--- config.mk ---
export PLATFORM = sky130hd
export DESIGN_NAME = lms_fir_param
export DESIGN_NICKNAME = d
export VERILOG_FILES = /design/src/rtl/lms_fir_param.sv
export SDC_FILE = /design/constraint.sdc
export NUM_CORES = 2
export LEC_CHECK = 0
export CAP_MARGIN = 5
export CORE_ASPECT_RATIO = 1.2
export CORE_MARGIN = 5
export CORE_UTILIZATION = 32
export DETAILED_ROUTE_END_ITERATION = 16
export GPL_TIMING_DRIVEN = 0
export SKIP_LAST_GASP = 1
export SYNTH_ARGS = -nofsm -noshare
export SYNTH_HDL_FRONTEND = slang
export SYNTH_SLANG_ARGS = --single-unit
--- constraint.sdc ---
create_clock -name i_clk -period 41.8 [get_ports i_clk]
set_clock_uncertainty 0.2 [all_clocks]
set_input_delay 8.36 -clock i_clk [delete_from_list [all_inputs] [get_ports i_clk]]
set_output_delay 8.36 -clock i_clk [all_outputs]
set_load 0.01 [all_outputs]
--- src/rtl/lms_fir_param.sv ---
// LMS adaptive FIR (noise canceller) with one time-multiplexed multiplier and a valid/ready sample input.
// Build option: define LMS_FREEZE_EN to add i_freeze, which skips the coefficient update for that sample.
module lms_fir_param #(
  parameter int NB_DATA  = 21,
  parameter int NBF_DATA = 20,
  parameter int N_TAPS   = 16
) (
  input  logic               i_clk,
  input  logic               i_rst,
  input  logic               i_valid,
  output logic               o_ready,
  input  logic [NB_DATA-1:0] i_ref,
  input  logic [NB_DATA-1:0] i_primary,
  input  logic [NB_DATA-1:0] i_mu,
`ifdef LMS_FREEZE_EN
  input  logic               i_freeze,
`endif
  output logic [NB_DATA-1:0] o_err,
  output logic               o_valid
);

  localparam int KW    = $clog2(N_TAPS);
  localparam int PW    = 2 * NB_DATA;
  localparam int ACC_W = 2 * NB_DATA + KW;
  localparam logic [KW-1:0] K_LAST = KW'(N_TAPS - 1);
  localparam logic signed [ACC_W-1:0] SAT_HI =
    {{(ACC_W-NB_DATA+1){1'b0}}, {(NB_DATA-1){1'b1}}};
  localparam logic signed [ACC_W-1:0] SAT_LO = ~SAT_HI;

  typedef enum logic [1:0] {S_IDLE, S_FILTER, S_ERROR, S_UPDATE} state_t;

  function automatic logic signed [ACC_W-1:0] sx_w(input logic signed [NB_DATA-1:0] v);
    return {{(ACC_W-NB_DATA){v[NB_DATA-1]}}, v};
  endfunction

  function automatic logic signed [PW-1:0] sx_p(input logic signed [NB_DATA-1:0] v);
    return {{(PW-NB_DATA){v[NB_DATA-1]}}, v};
  endfunction

  function automatic logic signed [ACC_W-1:0] trunc_frac(input logic signed [ACC_W-1:0] v);
    return v >>> NBF_DATA;
  endfunction

  function automatic logic signed [NB_DATA-1:0] sat_w(input logic signed [ACC_W-1:0] v);
    if (v > SAT_HI)
      return SAT_HI[NB_DATA-1:0];
    else if (v < SAT_LO)
      return SAT_LO[NB_DATA-1:0];
    else
      return v[NB_DATA-1:0];
  endfunction

  state_t                     state_q, state_d;
  logic [KW-1:0]              k_q;
  logic                       last_tap;
  logic                       accept;
  logic                       skip_upd;

  logic signed [NB_DATA-1:0]  x_dl   [N_TAPS];
  logic signed [NB_DATA-1:0]  w_coef [N_TAPS];
  logic signed [ACC_W-1:0]    acc_q;

  logic signed [NB_DATA-1:0]  d_p0;
  logic signed [NB_DATA-1:0]  mu_p0;
  logic signed [NB_DATA-1:0]  g_p1;

  logic signed [NB_DATA-1:0]  mul_a, mul_b;
  logic signed [PW-1:0]       prod;
  logic signed [ACC_W-1:0]    prod_acc;
  logic signed [NB_DATA-1:0]  y_c, e_c, g_c, w_upd;

  assign last_tap = (k_q == K_LAST);
  assign accept   = (state_q == S_IDLE) && i_valid;
  assign o_ready  = (state_q == S_IDLE);

`ifdef LMS_FREEZE_EN
  logic freeze_p0;
  assign skip_upd = freeze_p0;
`else
  assign skip_upd = 1'b0;
`endif

  always_ff @(posedge i_clk or posedge i_rst) begin
    if (i_rst)
      state_q <= S_IDLE;
    else
      state_q <= state_d;
  end

  always_comb begin
    state_d = state_q;
    case (state_q)
      S_IDLE:   if (i_valid) state_d = S_FILTER;
      S_FILTER: if (last_tap) state_d = S_ERROR;
      S_ERROR:  state_d = skip_upd ? S_IDLE : S_UPDATE;
      S_UPDATE: if (last_tap) state_d = S_IDLE;
      default:  state_d = S_IDLE;
    endcase
  end

  // Shared multiplier: w*x while filtering, mu*e in ERROR, g*x while updating
  always_comb begin
    mul_a = g_p1;
    mul_b = x_dl[k_q];
    case (state_q)
      S_FILTER: mul_a = w_coef[k_q];
      S_ERROR: begin
        mul_a = mu_p0;
        mul_b = e_c;
      end
      default: ;
    endcase
  end

  assign prod     = sx_p(mul_a) * sx_p(mul_b);
  assign prod_acc = {{KW{prod[PW-1]}}, prod};

  assign y_c   = sat_w(trunc_frac(acc_q));
  assign e_c   = sat_w(sx_w(d_p0) - sx_w(y_c));
  assign g_c   = sat_w(trunc_frac(prod_acc));
  assign w_upd = sat_w(sx_w(w_coef[k_q]) + trunc_frac(prod_acc));

  // Stage p0: sample capture, tap walk, accumulate and coefficient write-back
  always_ff @(posedge i_clk or posedge i_rst) begin
    if (i_rst) begin
      for (int i = 0; i < N_TAPS; i++) begin
        x_dl[i]   <= '0;
        w_coef[i] <= '0;
      end
      acc_q   <= '0;
      k_q     <= '0;
      o_err   <= '0;
      o_valid <= 1'b0;
    end else begin
      o_valid <= 1'b0;
      case (state_q)
        S_IDLE: begin
          if (i_valid) begin
            for (int i = N_TAPS - 1; i > 0; i--)
              x_dl[i] <= x_dl[i-1];
            x_dl[0] <= i_ref;
            acc_q   <= '0;
            k_q     <= '0;
          end
        end
        S_FILTER: begin
          acc_q <= acc_q + prod_acc;
          k_q   <= last_tap ? '0 : k_q + KW'(1);
        end
        S_ERROR: begin
          o_err <= e_c;
          k_q   <= '0;
          if (skip_upd)
            o_valid <= 1'b1;
        end
        S_UPDATE: begin
          w_coef[k_q] <= w_upd;
          k_q         <= last_tap ? '0 : k_q + KW'(1);
          if (last_tap)
            o_valid <= 1'b1;
        end
        default: ;
      endcase
    end
  end

  // Stage p1: per-sample operands held for the whole filter/update pass
  always_ff @(posedge i_clk) begin
    if (accept) begin
      d_p0  <= i_primary;
      mu_p0 <= i_mu;
`ifdef LMS_FREEZE_EN
      freeze_p0 <= i_freeze;
`endif
    end
    if (state_q == S_ERROR)
      g_p1 <= g_c;
  end

endmodule

==> impl_summary.log <==
[metrics] half-perimeter wire length of the detailed placement result: 154 mm
[metrics] proportion of synthesized chip area in sequential cells: 0.363
[metrics] placed cell count: 8268
[metrics] First DRT Iteration DRCs: 4665
[metrics] Final Setup Violations: 0
[metrics] first-pass GRT wire length: 296 mm
[metrics] final number of max-transition violations: 0
[metrics] Worst Hold Depth: 2
[metrics] max frequency: 57.5 MHz
[metrics] multi-input combinational cell area: 32600 um2
[metrics] startpoint of the tightest hold check path: x_dl[14]$_DFFE_PP0P_
[metrics] TritonCTS clock tree: done
[metrics] Clock H-tree levels: 3
[metrics] Post-Route WL: 197 mm
[metrics] Place WS: 24.60 ns
[metrics] Worst setup EP type: register
[metrics] endpoint of the lowest-slack register-to-register path: w_coef[186]$_DFFE_PP0P_
[metrics] slack of the worst reg-to-reg path: 24.42 ns
[metrics] clock period minus worst slack: 17.38 ns
[metrics] clock network latency to the later pin of the worst-skew pair: 0.70 ns
[metrics] maximum number of pins on one net before global-route repair: 122
[metrics] worst stage delay on the critical path: 1.07 ns
[metrics] synthesis-stage register bit count: 809
[metrics] count of maximum capacitance violations: 0
[metrics] via total after detailed routing: 44800
[metrics] synthesized area per cell: 9.68 um2
[metrics] required time at the worst-slack endpoint: 42.10 ns
[metrics] share of layout cells above drive strength 1: 0.0772
[metrics] worst slew pin tran: 1.47 ns
[metrics] floorplan die area: 186000 um2
[metrics] end point of the worst hold path: x_dl[14]$_DFFE_PP0P_
[metrics] arrival time of data at the critical path endpoint: 17.69 ns
[metrics] number of global-route vias before repair: 45200
[metrics] Crit path top cell by count: sky130_fd_sc_hd__fa_1
[metrics] die span in x: 394 um
[metrics] floorplan core area: 177000 um2
[metrics] Die Height: 471 um
[metrics] DRC violations left: 0
[metrics] post-route insts no fill: 8441
[metrics] top library cells by usage in the layout, fill and taps aside: sky130_fd_sc_hd__nand2_1, sky130_fd_sc_hd__dfrtp_1, sky130_fd_sc_hd__nor2_1, sky130_fd_sc_hd__inv_1, sky130_fd_sc_hd__fa_1
[metrics] crit path launch: k_q[1]$_DFFE_PP0P_
[metrics] proportion of synthesized flip-flops having asynchronous set or reset: 0.922
[metrics] arithmetic-cell share of the synthesized area counting full adders, half adders and majority gates: 0.213
[metrics] simple-gate area share of the yosys netlist: 0.157
[metrics] drt pass-1 iters: 7
[metrics] Total Negative Setup Slacks: 0 ns
[metrics] Routed wire per std cell: 23.3 um
[metrics] Layout area overhead: 12.7%
[metrics] number of ports placed on the die boundary: 89
[metrics] number of buffers inserted during clock tree synthesis: 90
[metrics] post-synthesis cell area: 56700 um2
[metrics] FF-to-FF path depth: 44
[metrics] Final Worst Setup Slack: 24.42 ns
[metrics] Post-DRT Antenna Nets: 0
[metrics] outcome: finished clean
[metrics] GRT Total Usage: 0.210
[metrics] number of input and output port buffers inserted: 88
[metrics] hold buffer count at cts: 0
[metrics] distinct cell type count of the synthesized netlist: 80
[metrics] crit start category: register
[metrics] worst hold-check path type: register to register
[metrics] count of warnings emitted by yosys: 0
[metrics] crit share post-route: 0.416
[metrics] Post-CTS Setup Inserts: 0
[metrics] syn_nets: 6599
[metrics] main flop type after synthesis: sky130_fd_sc_hd__dfrtp_1
[metrics] critical path class: register to register
[metrics] post-cts sizing count: 0
[metrics] compound-cell area share of the yosys netlist: 0.105
[metrics] largest fanout on the critical path: 10
[metrics] main combinational cell family by area after synthesis: adder cells
[metrics] commonest non-fill, non-tap cell in the layout: sky130_fd_sc_hd__nand2_1
[metrics] count of fill cells added during filler insertion: 17600
[metrics] routability congestion estimate: 0.950
[metrics] multiplexer area fraction after synthesis: 0.0838
[metrics] Reg clk slew, reported paths: 0.06 ns
[metrics] Slew HR: 0.0233
[metrics] RSZ-0062 raised after global routing: false
[metrics] net count of the finished layout: 6792
[metrics] Synth Area in XOR/XNOR: 0.0167
[metrics] via/cell ratio: 5.30
[metrics] synthesized instance count: 5861
[metrics] number of hold-slack violations in the final timing report: 0
[metrics] post-layout util: 0.362
[metrics] Max Root-Sink Buffers: 3
[metrics] clock root cell: sky130_fd_sc_hd__clkbuf_16
[metrics] clock net sink count: 809
[metrics] cell type of the slowest stage on the worst timing path: sky130_fd_sc_hd__buf_1
[metrics] total congestion overflow: 0
[metrics] antenna violations before repair: 14
[metrics] num rows: 169
[metrics] number of enable-type register cells in the synthesized netlist: 63
[metrics] RR Startpoint: k_q[1]$_DFFE_PP0P_
[metrics] Sequential Area: 20600 um2
[metrics] Starting Density: 0.321
==> worst max-delay path: cells and delay by family, from the launching register on <==
| family | cells | cell delay [ns] |
|---|---|---|
| buf+inv | 11 | 4.67 |
| fa+ha+maj | 9 | 4.26 |
| compound gates | 15 | 4.07 |
| simple gates | 5 | 1.34 |
| xor+xnor | 2 | 1.16 |
| mux | 2 | 1.06 |
| flops | 1 | 0.37 |
==> cell usage after synthesis, types with 4 or more instances <==
library cell | n | area (um2)
sky130_fd_sc_hd__buf_1 | 30 | 113
sky130_fd_sc_hd__maj3_1 | 20 | 200
sky130_fd_sc_hd__xnor2_1 | 70 | 613
sky130_fd_sc_hd__xor2_1 | 38 | 333
sky130_fd_sc_hd__a21o_1 | 58 | 435
sky130_fd_sc_hd__nand2b_1 | 45 | 282
sky130_fd_sc_hd__dfrtp_1 | 746 | 18700
sky130_fd_sc_hd__nor3b_1 | 4 | 30.0
sky130_fd_sc_hd__a21oi_1 | 154 | 771
sky130_fd_sc_hd__fa_1 | 462 | 9250
sky130_fd_sc_hd__o21ai_1 | 8 | 40.0
sky130_fd_sc_hd__o21bai_1 | 13 | 97.6
sky130_fd_sc_hd__o31ai_1 | 7 | 52.6
sky130_fd_sc_hd__o221ai_1 | 4 | 35.0
sky130_fd_sc_hd__a22o_1 | 9 | 78.8
sky130_fd_sc_hd__a21boi_0 | 5 | 37.5
sky130_fd_sc_hd__and3_1 | 11 | 68.8
sky130_fd_sc_hd__nor3_1 | 18 | 90.1
sky130_fd_sc_hd__a21boi_1 | 7 | 52.6
sky130_fd_sc_hd__inv_1 | 578 | 2170
sky130_fd_sc_hd__mux4_2 | 210 | 4730
sky130_fd_sc_hd__o21ai_0 | 188 | 941
sky130_fd_sc_hd__or2_1 | 5 | 31.3
sky130_fd_sc_hd__or2_2 | 17 | 106
sky130_fd_sc_hd__a31oi_1 | 28 | 175
sky130_fd_sc_hd__a211oi_1 | 274 | 2060
sky130_fd_sc_hd__o31a_1 | 5 | 43.8
sky130_fd_sc_hd__edfxtp_1 | 63 | 1890
sky130_fd_sc_hd__and2_1 | 28 | 175
sky130_fd_sc_hd__nor2_1 | 578 | 2170
sky130_fd_sc_hd__or3_1 | 18 | 113
sky130_fd_sc_hd__nand4_1 | 7 | 43.8
sky130_fd_sc_hd__ha_1 | 210 | 2630
sky130_fd_sc_hd__a221o_1 | 13 | 130
sky130_fd_sc_hd__o21a_1 | 31 | 233
sky130_fd_sc_hd__nand3_1 | 50 | 250
sky130_fd_sc_hd__o211ai_1 | 10 | 75.1
sky130_fd_sc_hd__buf_2 | 66 | 330
sky130_fd_sc_hd__clkbuf_1 | 241 | 905
sky130_fd_sc_hd__nand2_1 | 1419 | 5330
sky130_fd_sc_hd__a22oi_1 | 24 | 180
sky130_fd_sc_hd__a211o_1 | 10 | 87.6
sky130_fd_sc_hd__nor2b_1 | 23 | 144
==> final cells by class <==
type                       instances  share of cell area
antenna                            6            0.000235
buffer                           337              0.0213
clock buffer                     131              0.0415
clock inverter                    34             0.00779
inverter                         580              0.0342
multi-input combinational       4135               0.510
sequential                       809               0.322
tap                             2308              0.0452
timing repair buffer             101              0.0179
==> cell families after synthesis <==
group | count (synthesis)
AOI/OAI and AO/OA | 889
and+or+nand+nor | 2234
DFF | 809
buffers and inverters | 917
muxes | 212
adders and majority gates | 692
xor gates and xnor gates | 108
==> flip-flops by register name, indices dropped and copies added (netlist names) <==
| name | flops |
|---|---|
| w_coef | 336 |
| x_dl | 336 |
| acc_q | 46 |
| d_p0 | 21 |
| g_p1 | 21 |
| mu_p0 | 21 |
| o_err | 21 |
| k_q | 4 |
| state_q | 2 |
| o_valid | 1 |
==> how the worst max path moves through the flow <==
| stage | slack, ns | depth (start not counted) | end |
|---|---|---|---|
| 2_1_floorplan | 12.31 | 1 | acc_q[0]$_DFFE_PP0P_ |
| 3_3_place_gp | 3.45 | 2 | w_coef[196]$_DFFE_PP0P_ |
| 3_5_place_dp | 24.60 | 44 | w_coef[176]$_DFFE_PP0P_ |
| 4_1_cts | 24.54 | 44 | w_coef[155]$_DFFE_PP0P_ |
| 5_1_grt | 23.77 | 50 | w_coef[155]$_DFFE_PP0P_ |
| 6_report | 24.42 | 44 | w_coef[186]$_DFFE_PP0P_ |
==> routing by layer <==
layer | track usage | wire length [um] | vias up
met5 | 0 | 41 | -
met4 | 0.103 | 11500 | 6
met3 | 0.0385 | 14900 | 446
met2 | 0.336 | 90400 | 1906
met1 | 0.274 | 80200 | 22700
li1 | - | - | 19700
==> metrics by stage <==
step | hold WS [ns] | area (um2)
3_5_place_dp | 0.261 | 60700
5_1_grt | 0.283 | 63900
4_1_cts | 0.275 | 63900
2_1_floorplan | 0.241 | 56700
3_3_place_gp | 0.254 | 60500
6_report | 0.272 | 63900
Power is left out: the tool's default activity adds up to more than one toggle a clock period on the data nets, which glitch-free logic cannot reach.
